### config.mk
export PLATFORM = sky130hd
export DESIGN_NAME = uart_frame_ctrl_flat
export DESIGN_NICKNAME = d
export VERILOG_FILES = /design/src/rtl/uart_frame_ctrl_if.sv /design/src/rtl/uart_frame_ctrl.sv /design/src/flat_wrapper.sv
export SDC_FILE = /design/constraint.sdc
export NUM_CORES = 1
export LEC_CHECK = 0
export ABC_AREA = 1
export CORE_AREA = 2 2 141 143
export CTS_CLUSTER_DIAMETER = 100
export CTS_CLUSTER_SIZE = 28
export DETAILED_ROUTE_END_ITERATION = 8
export DIE_AREA = 0 0 143 145
export PLACE_DENSITY = 0.59
export SLEW_MARGIN = 20
export SYNTH_ARGS = -nofsm -noshare
export SYNTH_HDL_FRONTEND = slang
export SYNTH_SLANG_ARGS = --single-unit
### constraint.sdc
create_clock -name Clk -period 3.9 [get_ports Clk]
set_input_delay 0.39 -clock Clk [delete_from_list [all_inputs] [get_ports Clk]]
set_output_delay 0.39 -clock Clk [all_outputs]
set_load 0.03 [all_outputs]
### src/rtl/uart_frame_ctrl_if.sv
// Bundle between the UART byte receiver, the frame controller and the
// downstream payload consumer.
//
// Handshakes:
//   Rx_Done/Data_Byte : one-cycle strobe from the receiver, no back-pressure.
//                       Data_Byte is only meaningful while Rx_Done is high.
//   Frm_Valid/Frm_Ready: a payload byte moves on every rising Clk edge where
//                       Frm_Valid && Frm_Ready. Once Frm_Valid rises, it and
//                       Frm_Data/Frm_Last hold steady until that transfer.
//                       Frm_Ready may change freely and never gates Frm_Valid.
interface uart_frame_ctrl_if;
  logic        Rx_Done;
  logic [7:0]  Data_Byte;
  logic [15:0] bps_SET;
  logic [7:0]  Frm_Data;
  logic        Frm_Valid;
  logic        Frm_Last;
  logic        Frm_Ready;
  logic        Busy;
  logic        Err_Chk;
  logic        Err_Len;
  logic        Err_Cmd;
  logic        Err_Tout;
  logic        Overrun;
  logic [2:0]  Dbg_State;

  // Controller side
  modport master (
    input  Rx_Done, Data_Byte, Frm_Ready,
    output bps_SET, Frm_Data, Frm_Valid, Frm_Last, Busy,
    output Err_Chk, Err_Len, Err_Cmd, Err_Tout, Overrun, Dbg_State
  );

  // Receiver / consumer side
  modport slave (
    output Rx_Done, Data_Byte, Frm_Ready,
    input  bps_SET, Frm_Data, Frm_Valid, Frm_Last, Busy,
    input  Err_Chk, Err_Len, Err_Cmd, Err_Tout, Overrun, Dbg_State
  );
endinterface

### src/rtl/uart_frame_ctrl.sv
// UART frame controller: parses HDR/CMD/LEN/payload/CHK frames from the
// receiver's byte strobes, buffers the payload until the XOR checksum
// passes, replays good data frames on a valid/ready stream and applies
// baud-set frames to bps_SET.
module uart_frame_ctrl #(
  parameter int          MAX_LEN     = 16,
  parameter int          TIMEOUT_CYC = 50000,
  parameter logic [7:0]  HDR         = 8'hAA,
  parameter logic [15:0] BPS_RST     = 16'd4
) (
  input logic               Clk,
  input logic               Rst,
  uart_frame_ctrl_if.master bus
);
  localparam int PTR_W = (MAX_LEN > 1) ? $clog2(MAX_LEN) : 1;
  localparam int TW    = (TIMEOUT_CYC > 1) ? $clog2(TIMEOUT_CYC) : 1;

  localparam logic [7:0]    CMD_DATA  = 8'h01;
  localparam logic [7:0]    CMD_BAUD  = 8'h02;
  localparam logic [7:0]    MAX_LEN_B = 8'(MAX_LEN);
  localparam logic [TW-1:0] TOUT_LAST = TW'(TIMEOUT_CYC - 1);

  typedef enum logic [2:0] {
    S_IDLE  = 3'd0,
    S_CMD   = 3'd1,
    S_LEN   = 3'd2,
    S_PAY   = 3'd3,
    S_CHK   = 3'd4,
    S_DRAIN = 3'd5
  } state_t;

  state_t           state_q, state_d;
  logic [7:0]       cmd_q, cmd_d;
  logic [7:0]       len_q, len_d;
  logic [7:0]       chk_q, chk_d;
  logic [PTR_W-1:0] wr_ptr_q, wr_ptr_d;
  logic [PTR_W-1:0] rd_ptr_q, rd_ptr_d;
  logic [TW-1:0]    tout_q, tout_d;
  logic [15:0]      bps_q, bps_d;
  logic             err_chk_q, err_chk_d;
  logic             err_len_q, err_len_d;
  logic             err_cmd_q, err_cmd_d;
  logic             err_tout_q, err_tout_d;
  logic             ovr_q, ovr_d;
  logic             buf_we;
  logic [7:0]       buf_q [MAX_LEN];

  logic       rx;
  logic [7:0] byte_in;
  logic       drain_last;

  assign rx         = bus.Rx_Done;
  assign byte_in    = bus.Data_Byte;
  assign drain_last = (8'(rd_ptr_q) == (len_q - 8'd1));

  // Output decode: the stream is live for the whole of DRAIN
  assign bus.Frm_Valid = (state_q == S_DRAIN);
  assign bus.Frm_Data  = (state_q == S_DRAIN) ? buf_q[rd_ptr_q] : 8'h00;
  assign bus.Frm_Last  = (state_q == S_DRAIN) && drain_last;
  assign bus.Busy      = (state_q != S_IDLE);
  assign bus.bps_SET   = bps_q;
  assign bus.Err_Chk   = err_chk_q;
  assign bus.Err_Len   = err_len_q;
  assign bus.Err_Cmd   = err_cmd_q;
  assign bus.Err_Tout  = err_tout_q;
  assign bus.Overrun   = ovr_q;
  assign bus.Dbg_State = state_q;

  // Next-state, datapath and error-pulse decode
  always_comb begin
    state_d    = state_q;
    cmd_d      = cmd_q;
    len_d      = len_q;
    chk_d      = chk_q;
    wr_ptr_d   = wr_ptr_q;
    rd_ptr_d   = rd_ptr_q;
    tout_d     = tout_q;
    bps_d      = bps_q;
    err_chk_d  = 1'b0;
    err_len_d  = 1'b0;
    err_cmd_d  = 1'b0;
    err_tout_d = 1'b0;
    ovr_d      = 1'b0;
    buf_we     = 1'b0;

    case (state_q)
      S_IDLE: begin
        if (rx && byte_in == HDR) state_d = S_CMD;
      end
      S_CMD: begin
        if (rx) begin
          cmd_d   = byte_in;
          chk_d   = byte_in;
          state_d = S_LEN;
        end
      end
      S_LEN: begin
        if (rx) begin
          len_d    = byte_in;
          chk_d    = chk_q ^ byte_in;
          wr_ptr_d = '0;
          if (byte_in > MAX_LEN_B) begin
            err_len_d = 1'b1;
            state_d   = S_IDLE;
          end else if (byte_in == 8'd0) begin
            state_d = S_CHK;
          end else begin
            state_d = S_PAY;
          end
        end
      end
      S_PAY: begin
        if (rx) begin
          buf_we = 1'b1;
          chk_d  = chk_q ^ byte_in;
          if (8'(wr_ptr_q) == (len_q - 8'd1)) state_d = S_CHK;
          else wr_ptr_d = wr_ptr_q + PTR_W'(1);
        end
      end
      S_CHK: begin
        if (rx) begin
          state_d = S_IDLE;
          if (byte_in != chk_q) begin
            err_chk_d = 1'b1;
          end else if (cmd_q == CMD_DATA) begin
            if (len_q != 8'd0) begin
              state_d  = S_DRAIN;
              rd_ptr_d = '0;
            end
          end else if (cmd_q == CMD_BAUD && len_q == 8'd1 && buf_q[0] <= 8'd4) begin
            bps_d = {8'h00, buf_q[0]};
          end else begin
            err_cmd_d = 1'b1;
          end
        end
      end
      S_DRAIN: begin
        // Receiver cannot be stalled, so bytes arriving now are lost
        if (rx) ovr_d = 1'b1;
        if (bus.Frm_Ready) begin
          if (drain_last) state_d = S_IDLE;
          else rd_ptr_d = rd_ptr_q + PTR_W'(1);
        end
      end
      default: state_d = S_IDLE;
    endcase

    // Inter-byte watchdog, only while a frame is open
    if (state_q inside {S_CMD, S_LEN, S_PAY, S_CHK}) begin
      if (rx) begin
        tout_d = '0;
      end else if (tout_q == TOUT_LAST) begin
        tout_d     = '0;
        err_tout_d = 1'b1;
        state_d    = S_IDLE;
      end else begin
        tout_d = tout_q + TW'(1);
      end
    end else begin
      tout_d = '0;
    end
  end

  // Control and status registers
  always_ff @(posedge Clk) begin
    if (Rst) begin
      state_q    <= S_IDLE;
      cmd_q      <= '0;
      len_q      <= '0;
      chk_q      <= '0;
      wr_ptr_q   <= '0;
      rd_ptr_q   <= '0;
      tout_q     <= '0;
      bps_q      <= BPS_RST;
      err_chk_q  <= 1'b0;
      err_len_q  <= 1'b0;
      err_cmd_q  <= 1'b0;
      err_tout_q <= 1'b0;
      ovr_q      <= 1'b0;
    end else begin
      state_q    <= state_d;
      cmd_q      <= cmd_d;
      len_q      <= len_d;
      chk_q      <= chk_d;
      wr_ptr_q   <= wr_ptr_d;
      rd_ptr_q   <= rd_ptr_d;
      tout_q     <= tout_d;
      bps_q      <= bps_d;
      err_chk_q  <= err_chk_d;
      err_len_q  <= err_len_d;
      err_cmd_q  <= err_cmd_d;
      err_tout_q <= err_tout_d;
      ovr_q      <= ovr_d;
    end
  end

  // Payload buffer; contents are only read after a full frame rewrites them
  always_ff @(posedge Clk) begin
    if (buf_we) buf_q[wr_ptr_q] <= byte_in;
  end
endmodule

### src/flat_wrapper.sv
// flat-port wrapper written by rule: the top's interface ports become plain ports
module uart_frame_ctrl_flat 
#(
  parameter int          MAX_LEN     = 16,
  parameter int          TIMEOUT_CYC = 50000,
  parameter logic [7:0]  HDR         = 8'hAA,
  parameter logic [15:0] BPS_RST     = 16'd4
)
  (Clk, Rst, bus_Rx_Done, bus_Data_Byte, bus_Frm_Ready, bus_bps_SET, bus_Frm_Data, bus_Frm_Valid, bus_Frm_Last, bus_Busy, bus_Err_Chk, bus_Err_Len, bus_Err_Cmd, bus_Err_Tout, bus_Overrun, bus_Dbg_State);
  uart_frame_ctrl_if bus_i ();
  input logic Clk;
  input logic Rst;
  input wire logic [$bits(bus_i.Rx_Done)-1:0] bus_Rx_Done;
  input wire logic [$bits(bus_i.Data_Byte)-1:0] bus_Data_Byte;
  input wire logic [$bits(bus_i.Frm_Ready)-1:0] bus_Frm_Ready;
  output wire logic [$bits(bus_i.bps_SET)-1:0] bus_bps_SET;
  output wire logic [$bits(bus_i.Frm_Data)-1:0] bus_Frm_Data;
  output wire logic [$bits(bus_i.Frm_Valid)-1:0] bus_Frm_Valid;
  output wire logic [$bits(bus_i.Frm_Last)-1:0] bus_Frm_Last;
  output wire logic [$bits(bus_i.Busy)-1:0] bus_Busy;
  output wire logic [$bits(bus_i.Err_Chk)-1:0] bus_Err_Chk;
  output wire logic [$bits(bus_i.Err_Len)-1:0] bus_Err_Len;
  output wire logic [$bits(bus_i.Err_Cmd)-1:0] bus_Err_Cmd;
  output wire logic [$bits(bus_i.Err_Tout)-1:0] bus_Err_Tout;
  output wire logic [$bits(bus_i.Overrun)-1:0] bus_Overrun;
  output wire logic [$bits(bus_i.Dbg_State)-1:0] bus_Dbg_State;
  assign bus_i.Rx_Done = bus_Rx_Done;
  assign bus_i.Data_Byte = bus_Data_Byte;
  assign bus_i.Frm_Ready = bus_Frm_Ready;
  assign bus_bps_SET = bus_i.bps_SET;
  assign bus_Frm_Data = bus_i.Frm_Data;
  assign bus_Frm_Valid = bus_i.Frm_Valid;
  assign bus_Frm_Last = bus_i.Frm_Last;
  assign bus_Busy = bus_i.Busy;
  assign bus_Err_Chk = bus_i.Err_Chk;
  assign bus_Err_Len = bus_i.Err_Len;
  assign bus_Err_Cmd = bus_i.Err_Cmd;
  assign bus_Err_Tout = bus_i.Err_Tout;
  assign bus_Overrun = bus_i.Overrun;
  assign bus_Dbg_State = bus_i.Dbg_State;
  uart_frame_ctrl #(.MAX_LEN(MAX_LEN), .TIMEOUT_CYC(TIMEOUT_CYC), .HDR(HDR), .BPS_RST(BPS_RST)) u_core (.Clk(Clk), .Rst(Rst), .bus(bus_i));
endmodule
# --- Yosys cells after proc, flatten, opt, wreduce, memory -nomap -nowiden ---
# Memory sizes are Yosys's and may differ from the RTL's. A register that Yosys moved wholly into a read port is not among the register bits.
# Index checks and enable logic that the tools add are counted.
op_classes:
  add_sub_neg: 4
  order_cmp: 2
  n_eq_ne: 24
  mux: 42
  bitwise_logic: 8
  n_reduce_logical: 25
ops:
  columns: ["cell", "n"]
  rows:
  - ["3-bit two-way mux", 16]
  - ["4-bit two-way mux", 11]
  - ["8-bit two-way mux", 3]
  - ["3-bit case mux with 6 select lines", 1]
  - ["16-bit by 1-bit adder with 16-bit output (second input constant)", 1]
  - ["16-bit equality test (second input constant)", 1]
  - ["4-bit by 8-bit equality test with 1-bit output", 2]
  - ["8-bit by 1-bit equality test with 1-bit output (second input constant)", 2]
  - ["2-bit != test (second input constant)", 8]
  - ["4-bit case mux with 2 select lines", 2]
  - ["8-bit case mux with 2 select lines", 1]
  - ["3-bit OR reduction", 3]
  - ["4-bit by 1-bit adder with 4-bit output (second input constant)", 2]
  - ["8-bit by 2-bit equality test with 1-bit output (second input constant)", 1]
  - ["8-bit equality test (second input constant)", 1]
  - ["8-bit by 5-bit > comparator with 1-bit output (second input constant)", 1]
  - ["8-bit by 3-bit less-or-equal comparator with 1-bit output (second input constant)", 1]
  - ["8-bit zero test", 1]
  - ["1-bit two-way mux", 8]
  - ["8-bit != test", 1]
  - ["8-bit nonzero test", 1]
  - ["8-bit by 1-bit subtractor with 8-bit output (second input constant)", 1]
  - ["8-bit bitwise XOR", 1]
  - ["1-bit inverter", 7]
  - ["17 further kinds", 28]
word_totals:
  reg_bits: 64
  ramBits: 128
  input_bits: 12
  mem_count: 1
mem_list:
  columns: ["name", "depth", "width", "rd", "rd_ports_with_merged_regs", "wr", "line_no", "text"]
  rows:
  - ["u_core.buf_q", 16, 8, 2, 1, 1, "uart_frame_ctrl.sv:46", "logic [7:0] buf_q [MAX_LEN];"]

# --- Logic depth before layout (Yosys ltp) ---
# Gate-level depths: netlist of run 1.
depth:
  depth_word: 9
  ltp_mapped: 14
  ltp_nobuf: 14

# --- Least setup slack after synthesis of run 1 ---
# Ideal clock, no wire load.
synth_timing:
  kind: "reg2out"
  start: "reg u_core.state_q[2], in the netlist u_core.bus.Dbg_State[2]"
  end: "out bus_Frm_Data[0]"
  arrival_ps: 1857
  slack_ps: 1653
  stages_incl_launch_ff: 6
  cell_sequence: "dfxtp_1 -> inv_1 -> nor2_4 -> inv_1 -> buf_2 -> a21oi_1"
synth_between:
  elab_chain_cells: 2
synth_rtl:
  columns: ["item", "line_no", "text"]
  rows:
  - ["start, declared", "uart_frame_ctrl.sv:32", "state_t state_q, state_d;"]
  - ["start signal, assigned", "uart_frame_ctrl.sv:181", "state_q <= state_d;"]
  - ["3-bit equality test", null, null]
  - ["named net bus_Frm_Valid", "flat_wrapper.sv:18", "output wire logic [$bits(bus_i.Frm_Valid)-1:0] bus_Frm_Valid;"]
  - ["8-bit two-way mux", "uart_frame_ctrl.sv:58", "assign bus.Frm_Data = (state_q == S_DRAIN) ? buf_q[rd_ptr_q] : 8'h00;"]
  - ["end, declared", "flat_wrapper.sv:17", "output wire logic [$bits(bus_i.Frm_Data)-1:0] bus_Frm_Data;"]
# The timed path passes the listed nets, and every way through them passes these cells.

==> flow_metrics.tcl, run 1 <==
set metrics [dict create \
    yosysTopAreaCell "edfxtp_1" \
    end_kind "output pin" \
    critPathMaxStageDelay_ns 0.71 \
    synth_edf_count 128 \
    vias 6243 \
    ios 47 \
    clock_latency_ns 0.44 \
    cts_root_buffer "clkbuf_16" \
    drive_above_1_share_pct 9.16 \
    cts_tree "built" \
    start_kind "flop" \
    tightestPinTransition_ns 1.04 \
    grt_pass1_vias 5895 \
    cp_slowest_cell "clkdlybuf4s50_1" \
    power_density_nw_per_um2 420 \
    die_h_um 145 \
    synth.top_cell.area_share_pct 44.9 \
    crit_type "flop to output pin" \
    drt_iter0_drc 482 \
    hp-class "flop to flop" \
    synth-seq-area-share_pct 60.8 \
    antenna_cells 0 \
    fin_util_pct 51.3 \
    post-route-min-period_ns 3.44 \
    netlist_top_cells_count "136 x nor2_1, 128 x edfxtp_1, 112 x nand2_1" \
    tns_ns 0 \
    multi_input_area_um2 2890 \
    ys_top_cells_by_area "edfxtp_1 45%, dfxtp_1 16%, nor2_1 6.0%" \
    cts_buffers 17 \
    syn2layout_area_growth_pct 15.0 \
    initial_core_util_pct 44.6 \
    fmax_mhz 290 \
    cts.hold.buffers_added 0 \
    htree_levels 4 \
    setup_viol 0 \
    fin_crit_sh_pct 88.3 \
    hold_viol_final 0 \
    yosysMostFrequentCell "nor2_1" \
    ys_async_sr_fraction_pct 0 \
    wirelength_mm 20.8 \
    ys_warn_count 0 \
    worstPathCellList "inv_2 -> buf_4 -> o21ai_0 -> o221ai_1 -> nand3_1 -> a21oi_1 -> clkdlybuf4s50_1" \
    synth_area_per_cell_um2 9.92 \
    antenna_found_initial 0 \
    rsz0062_at_grt "no" \
    path_buf_inv 3 \
    arrival_ns 3.05 \
    seq_area_um2 5210 \
    dr.pass1.iters 5 \
    wire_per_inst_um 17.6 \
    port_buffers 38 \
    drv_slew 0 \
    grt_max_degree 62 \
    crit_cells 7 \
    post_cts_buffers 0 \
    grt_usage_pct 20.9 \
    synth_cell_types 43 \
    synth_seq_cells 196 \
    synthCells 863 \
    cts_buffer_depth 2 \
    gp_congestion 0.822 \
    cts_resized 0 \
    worstPathRequired_ns 3.51 \
    clock_skew_ns 0.0112 \
    dieArea_um2 20700 \
    drcViolationCount 0 \
    cts.clk_slew.worst_paths_ns 0.07 \
    r2r_cells 7 \
    status "complete, no violations" \
    worst_ir_drop_vdd_mv 0.304 \
    p_leak_nw 3.48 \
    grt_pass1_wl_mm 32.9 \
    design.core.area_um2 19200 \
    grt-ovfl-total 0 \
    syn_area_um2 8560 \
    crit_fanout 40 \
    die_x_um 143 \
    crit_family "buffers and inverters" \
    place_hpwl_mm 13.9 \
    nFillCells 1767 \
    vias_per_cell 5.28 \
    maxCapViolCount 0 \
    cts.sinks 196 \
    nNetsFinal 925 \
    ant_nets 0 \
    slew_headroom_pct 30.6 \
    rows 51 \
    min_path_cells 1 \
    synthFlopType "edfxtp_1" \
]
==> where the power goes <==
part           leakage, nW  switching, mW  total [mW]  internal, mW
logic                 1.49         0.0731      0.0987        0.0256
registers             1.70       0.000247        2.21          2.20
clock network        0.299          0.810        1.84          1.03
total                 3.48          0.883        4.14          3.26
==> layer usage <==
metal | vias up | track usage, % | wire length [um]
met5 | - | 0 | 0
li1 | 3067 | - | -
met4 | 0 | 7.13 | 410
met1 | 2956 | 31.1 | 9830
met2 | 193 | 31.1 | 9320
met3 | 27 | 3.43 | 1260
==> final timing paths <==
kind,startpoint,end,slack (ns)
worst max-delay path,flop,bus_Frm_Data[7],0.46
worst min-delay path,u_core.tout_q[0],u_core.tout_q[0],0.45
worst max register to register,u_core.bus.Dbg_State[2],u_core.buf_q[12][3],1.25
worst min register to register,u_core.tout_q[0],u_core.tout_q[0],0.45
==> cells by family after synthesis <==
family                   count (synthesis)  synth area share, %
AO/OA/AOI/OAI                          187                 13.0
adder cells (fa/ha/maj)                  9                 1.31
AND/OR/NAND/NOR                        334                 17.2
flip-flops                             196                 60.8
XOR/XNOR                                19                 1.94
other                                    1               0.0438
buffers and inverters                  117                 5.74
==> per-stage QoR <==
step	instances	setup slack, ns	power [mW]	hold slack, ns	area [um2]
2_1_floorplan	870	1.65	2.29	0.417	8590
3_3_place_gp	1150	0.819	2.35	0.427	9230
3_5_place_dp	1150	0.789	2.35	0.439	9230
4_1_cts	1182	0.300	4.17	0.455	9850
5_1_grt	1182	0.230	4.25	0.479	9850
6_report	1182	0.455	4.14	0.451	9850
==> cells in the final DEF (no fill, tap or decap), drive strengths merged <==
| cell | synthesis | routed |
|---|---|---|
| nor2 | 145 | 145 |
| edfxtp | 128 | 128 |
| nand2 | 119 | 119 |
| o21ai | 90 | 90 |
| inv | 75 | 82 |
| dfxtp | 68 | 68 |
| a21oi | 41 | 41 |
| clkdlybuf4s50 | 0 | 38 |
| nand3 | 38 | 38 |
| o221ai | 22 | 22 |
| buf | 20 | 18 |
| clkbuf | 21 | 17 |
| o22ai | 16 | 16 |
| o211ai | 13 | 13 |
| nor3 | 12 | 12 |
| xnor2 | 11 | 11 |
| nand4 | 10 | 10 |
| ha | 9 | 9 |
| xor2 | 8 | 8 |
| conb | 1 | 8 |
| nor3b | 4 | 4 |
| clkinv | 1 | 4 |
| nor4 | 3 | 3 |
| bufinv | 0 | 3 |
| o21a | 2 | 2 |
| clkinvlp | 0 | 2 |
| o21bai | 1 | 1 |
| and3 | 1 | 1 |
| and2 | 1 | 1 |
| a31oi | 1 | 1 |
| nor2b | 1 | 1 |
| a41oi | 1 | 1 |
==> worst reg2reg max path, stage by stage, from the launching register on <==
cell and delay [ns]:
dfxtp_1 0.40, nor2_4 0.24, inv_2 0.17, nor2_1 0.23, inv_1 0.14, nor2_4 0.15, nand2_1 0.13, nor2_1 0.80
==> flip-flops by register name, summed over array words and instances, names as in the netlist, named ones only <==
signal and count:
u_core.chk_q 8, u_core.tout_q 16, u_core.bus.Err_Len 1, u_core.len_q 8, u_core.wr_ptr_q 4, u_core.bus.Err_Cmd 1, u_core.bus.Err_Chk 1, u_core.bus.Dbg_State 3
u_core.cmd_q 8, u_core.buf_q 128, u_core.bus.Overrun 1, u_core.bus.bps_SET 8, u_core.bus.Err_Tout 1, u_core.rd_ptr_q 4
==> area by class of cell <==
type | count | area share, %
sequential | 196 | 52.9
multi-input combinational | 557 | 29.4
timing repair buffer | 56 | 5.23
clock buffer | 17 | 4.32
tap | 265 | 3.37
inverter | 76 | 2.90
clock inverter | 15 | 1.94
Note: power is estimated with default switching activity, not from simulation.
==> inputs of run 2 (changes only) <==
--- a/config.mk
+++ b/config.mk
@@ -11,8 +11,8 @@
 export CTS_CLUSTER_SIZE = 28
 export DETAILED_ROUTE_END_ITERATION = 8
 export DIE_AREA = 0 0 143 145
+export HOLD_SLACK_MARGIN = 0.15
 export PLACE_DENSITY = 0.59
-export SLEW_MARGIN = 20
 export SYNTH_ARGS = -nofsm -noshare
 export SYNTH_HDL_FRONTEND = slang
 export SYNTH_SLANG_ARGS = --single-unit
==> constraint.sdc (replaced) <==
create_clock -name Clk -period 3.32 [get_ports Clk]
set_input_delay 0.332 -clock Clk [delete_from_list [all_inputs] [get_ports Clk]]
set_output_delay 0.332 -clock Clk [all_outputs]
set_load 0.03 [all_outputs]
==> run 2 against run 1 <==
Critical path depth up 2. Highest routed layer is now met5. Largest cell class unchanged. Sequential cell count unchanged. Critical endpoint is now bus_Frm_Last. Utilization up 0.59 points. Routed wire length up 1.3%.
==> flow_metrics.tcl, run 2 (synthesized netlist as in run 1, its figures left out) <==
set metrics [dict create \
    status "complete, no violations" \
    ant_nets 0 \
    timing.final.ws_setup_ns 0.197 \
    p_int_mw 3.70 \
    drcViolationCount 0 \
    cts_root_buffer "clkbuf_16" \
    worstReg2RegEnd "u_core.buf_q[8][2]" \
    hp-class "flop to flop" \
    reg_top3 "u_core.buf_q (128), u_core.tout_q (16)" \
    ios 47 \
    crit_family "buffers and inverters" \
    worst_ir_drop_vdd_mv 0.344 \
    syn2layout_area_growth_pct 16.3 \
    whs_ns 0.447 \
    post-route-min-period_ns 3.12 \
    cts_resized 0 \
    start_kind "flop" \
    die_h_um 145 \
    tightestPinTransition_ns 0.712 \
    vias_per_cell 5.23 \
    fin_util_pct 51.9 \
    power_density_nw_per_um2 478 \
    cts_buffers 17 \
    swShare_pct 22.4 \
    cp_slowest_cell "clkdlybuf4s50_1" \
    nFillCells 1761 \
    min-delay-start "u_core.tout_q[0]" \
    p_leak_nw 3.57 \
    cts.hold.buffers_added 0 \
    power_mw 4.76 \
    nNetsFinal 941 \
    grt_usage_pct 20.7 \
    cts.sinks 196 \
    netSwitchingPower_mw 1.06 \
    multi_input_area_um2 2890 \
    dp_cells 1166 \
    r2r_cells 8 \
    r2r_start "u_core.bus.Dbg_State[1]" \
    grt_pass1_wl_mm 32.6 \
    cts_tree "built" \
    arrival_ns 2.79 \
    p_seq_share_pct 54.4 \
    cts_buffer_depth 2 \
    crit_type "flop to output pin" \
    clock_skew_ns 0.0141 \
    r2r_slack_ns 0.84 \
    max_flop_register "u_core.buf_q" \
    wire_per_inst_um 17.6 \
    hold_viol_final 0 \
    fin_cells 1198 \
    setup_viol 0 \
    clock_latency_ns 0.43 \
    gp_congestion 0.913 \
    min_path_cells 1 \
    antenna_cells 0 \
    critPathMaxStageDelay_ns 0.68 \
    wirelength_mm 21.1 \
    post_cts_buffers 0 \
    rows 51 \
    path_buf_inv 3 \
    antenna_found_initial 1 \
    slew_headroom_pct 52.4 \
    grt_max_degree 57 \
    drt_iter0_drc 383 \
    initial_core_util_pct 44.6 \
    dpl_cell_area_um2 9370 \
    design.core.area_um2 19200 \
    vias 6265 \
    tns_ns 0 \
    drv_slew 0 \
    cts.clk_slew.worst_paths_ns 0.08 \
    die_x_um 143 \
    seq_area_um2 5210 \
    mostFrequentLayoutCells "136 x nor2_1, 128 x edfxtp_1, 112 x nand2_1" \
    layout_commonest_cell "nor2_1" \
    pwr-share-clk_pct 43.2 \
    htree_levels 4 \
    port_buffers 38 \
    place_ws_ns 0.709 \
    worstPathCellList "inv_2 -> ha_1 -> xnor2_1 -> nor2_1 -> nand3_1 -> nor2_1 -> nand3_2 -> inv_1 -> clkdlybuf4s50_1" \
    largest_reg_flops 128 \
    fmax_mhz 320 \
    grt-ovfl-total 0 \
    grt_pass1_vias 5852 \
    dr.pass1.iters 5 \
    crit_fanout 6 \
    worstPathRequired_ns 2.99 \
    rsz0062_at_grt "no" \
    maxCapViolCount 0 \
    holdPathEnd "u_core.tout_q[0]" \
    final_cell_area_um2 9960 \
    fin_crit_sh_pct 94.1 \
    drive_above_1_share_pct 10.8 \
    crit_top_cell "nor2_1" \
    place_hpwl_mm 14.4 \
    end_kind "output pin" \
    dieArea_um2 20700 \
    comb_power_share_pct 2.4 \
]
[run 2: final cells by class]
type | instances | area share (%)
Tap cell | 265 | 3.33
Multi-Input combinational cell | 557 | 29.0
Timing Repair Buffer | 72 | 6.55
Clock buffer | 18 | 4.31
Sequential cell | 196 | 52.2
Clock inverter | 14 | 1.66
Inverter | 76 | 2.86
[run 2: worst register-to-register path: stages, from the launching register on]
cell and delay [ns]:
dfxtp_1 0.37, inv_1 0.11, nor2_4 0.20, inv_2 0.16, nor2_1 0.26, inv_1 0.15, nor2_4 0.16, nand2_1 0.13
nor2_1 0.57
[run 2: layer usage]
layer / vias up / routed length [um] / GRT usage (%)
li1: 3089 / - / -
met1: 2951 / 9870 / 29.6
met2: 182 / 9600 / 31.8
met3: 41 / 1040 / 3.76
met4: 2 / 558 / 7.23
met5: - / 13 / 0
[run 2: how the worst max path moves through the flow]
stage	start	endpoint	slack, ns	cells past startpoint
final	u_core.len_q[0]	bus_Frm_Last	0.20	9
after global routing	u_core.len_q[0]	bus_Frm_Last	0.01	12
after CTS	u_core.len_q[0]	bus_Frm_Last	0.22	9
after detailed placement	u_core.len_q[0]	bus_Frm_Last	0.71	9
after global placement	u_core.len_q[0]	bus_Frm_Last	0.73	9
after floorplan	u_core.bus.Dbg_State[2]	bus_Frm_Data[0]	1.13	5
[run 2: power by group through the flow]
stage          Sequential, mW  Clock, mW  Combinational (mW)
5_1_grt                  2.59       2.18               0.123
3_3_place_gp             2.65          0               0.114
6_report                 2.59       2.06               0.114
4_1_cts                  2.59       2.09               0.114
3_5_place_dp             2.65          0               0.113
2_1_floorplan            2.65          0              0.0483
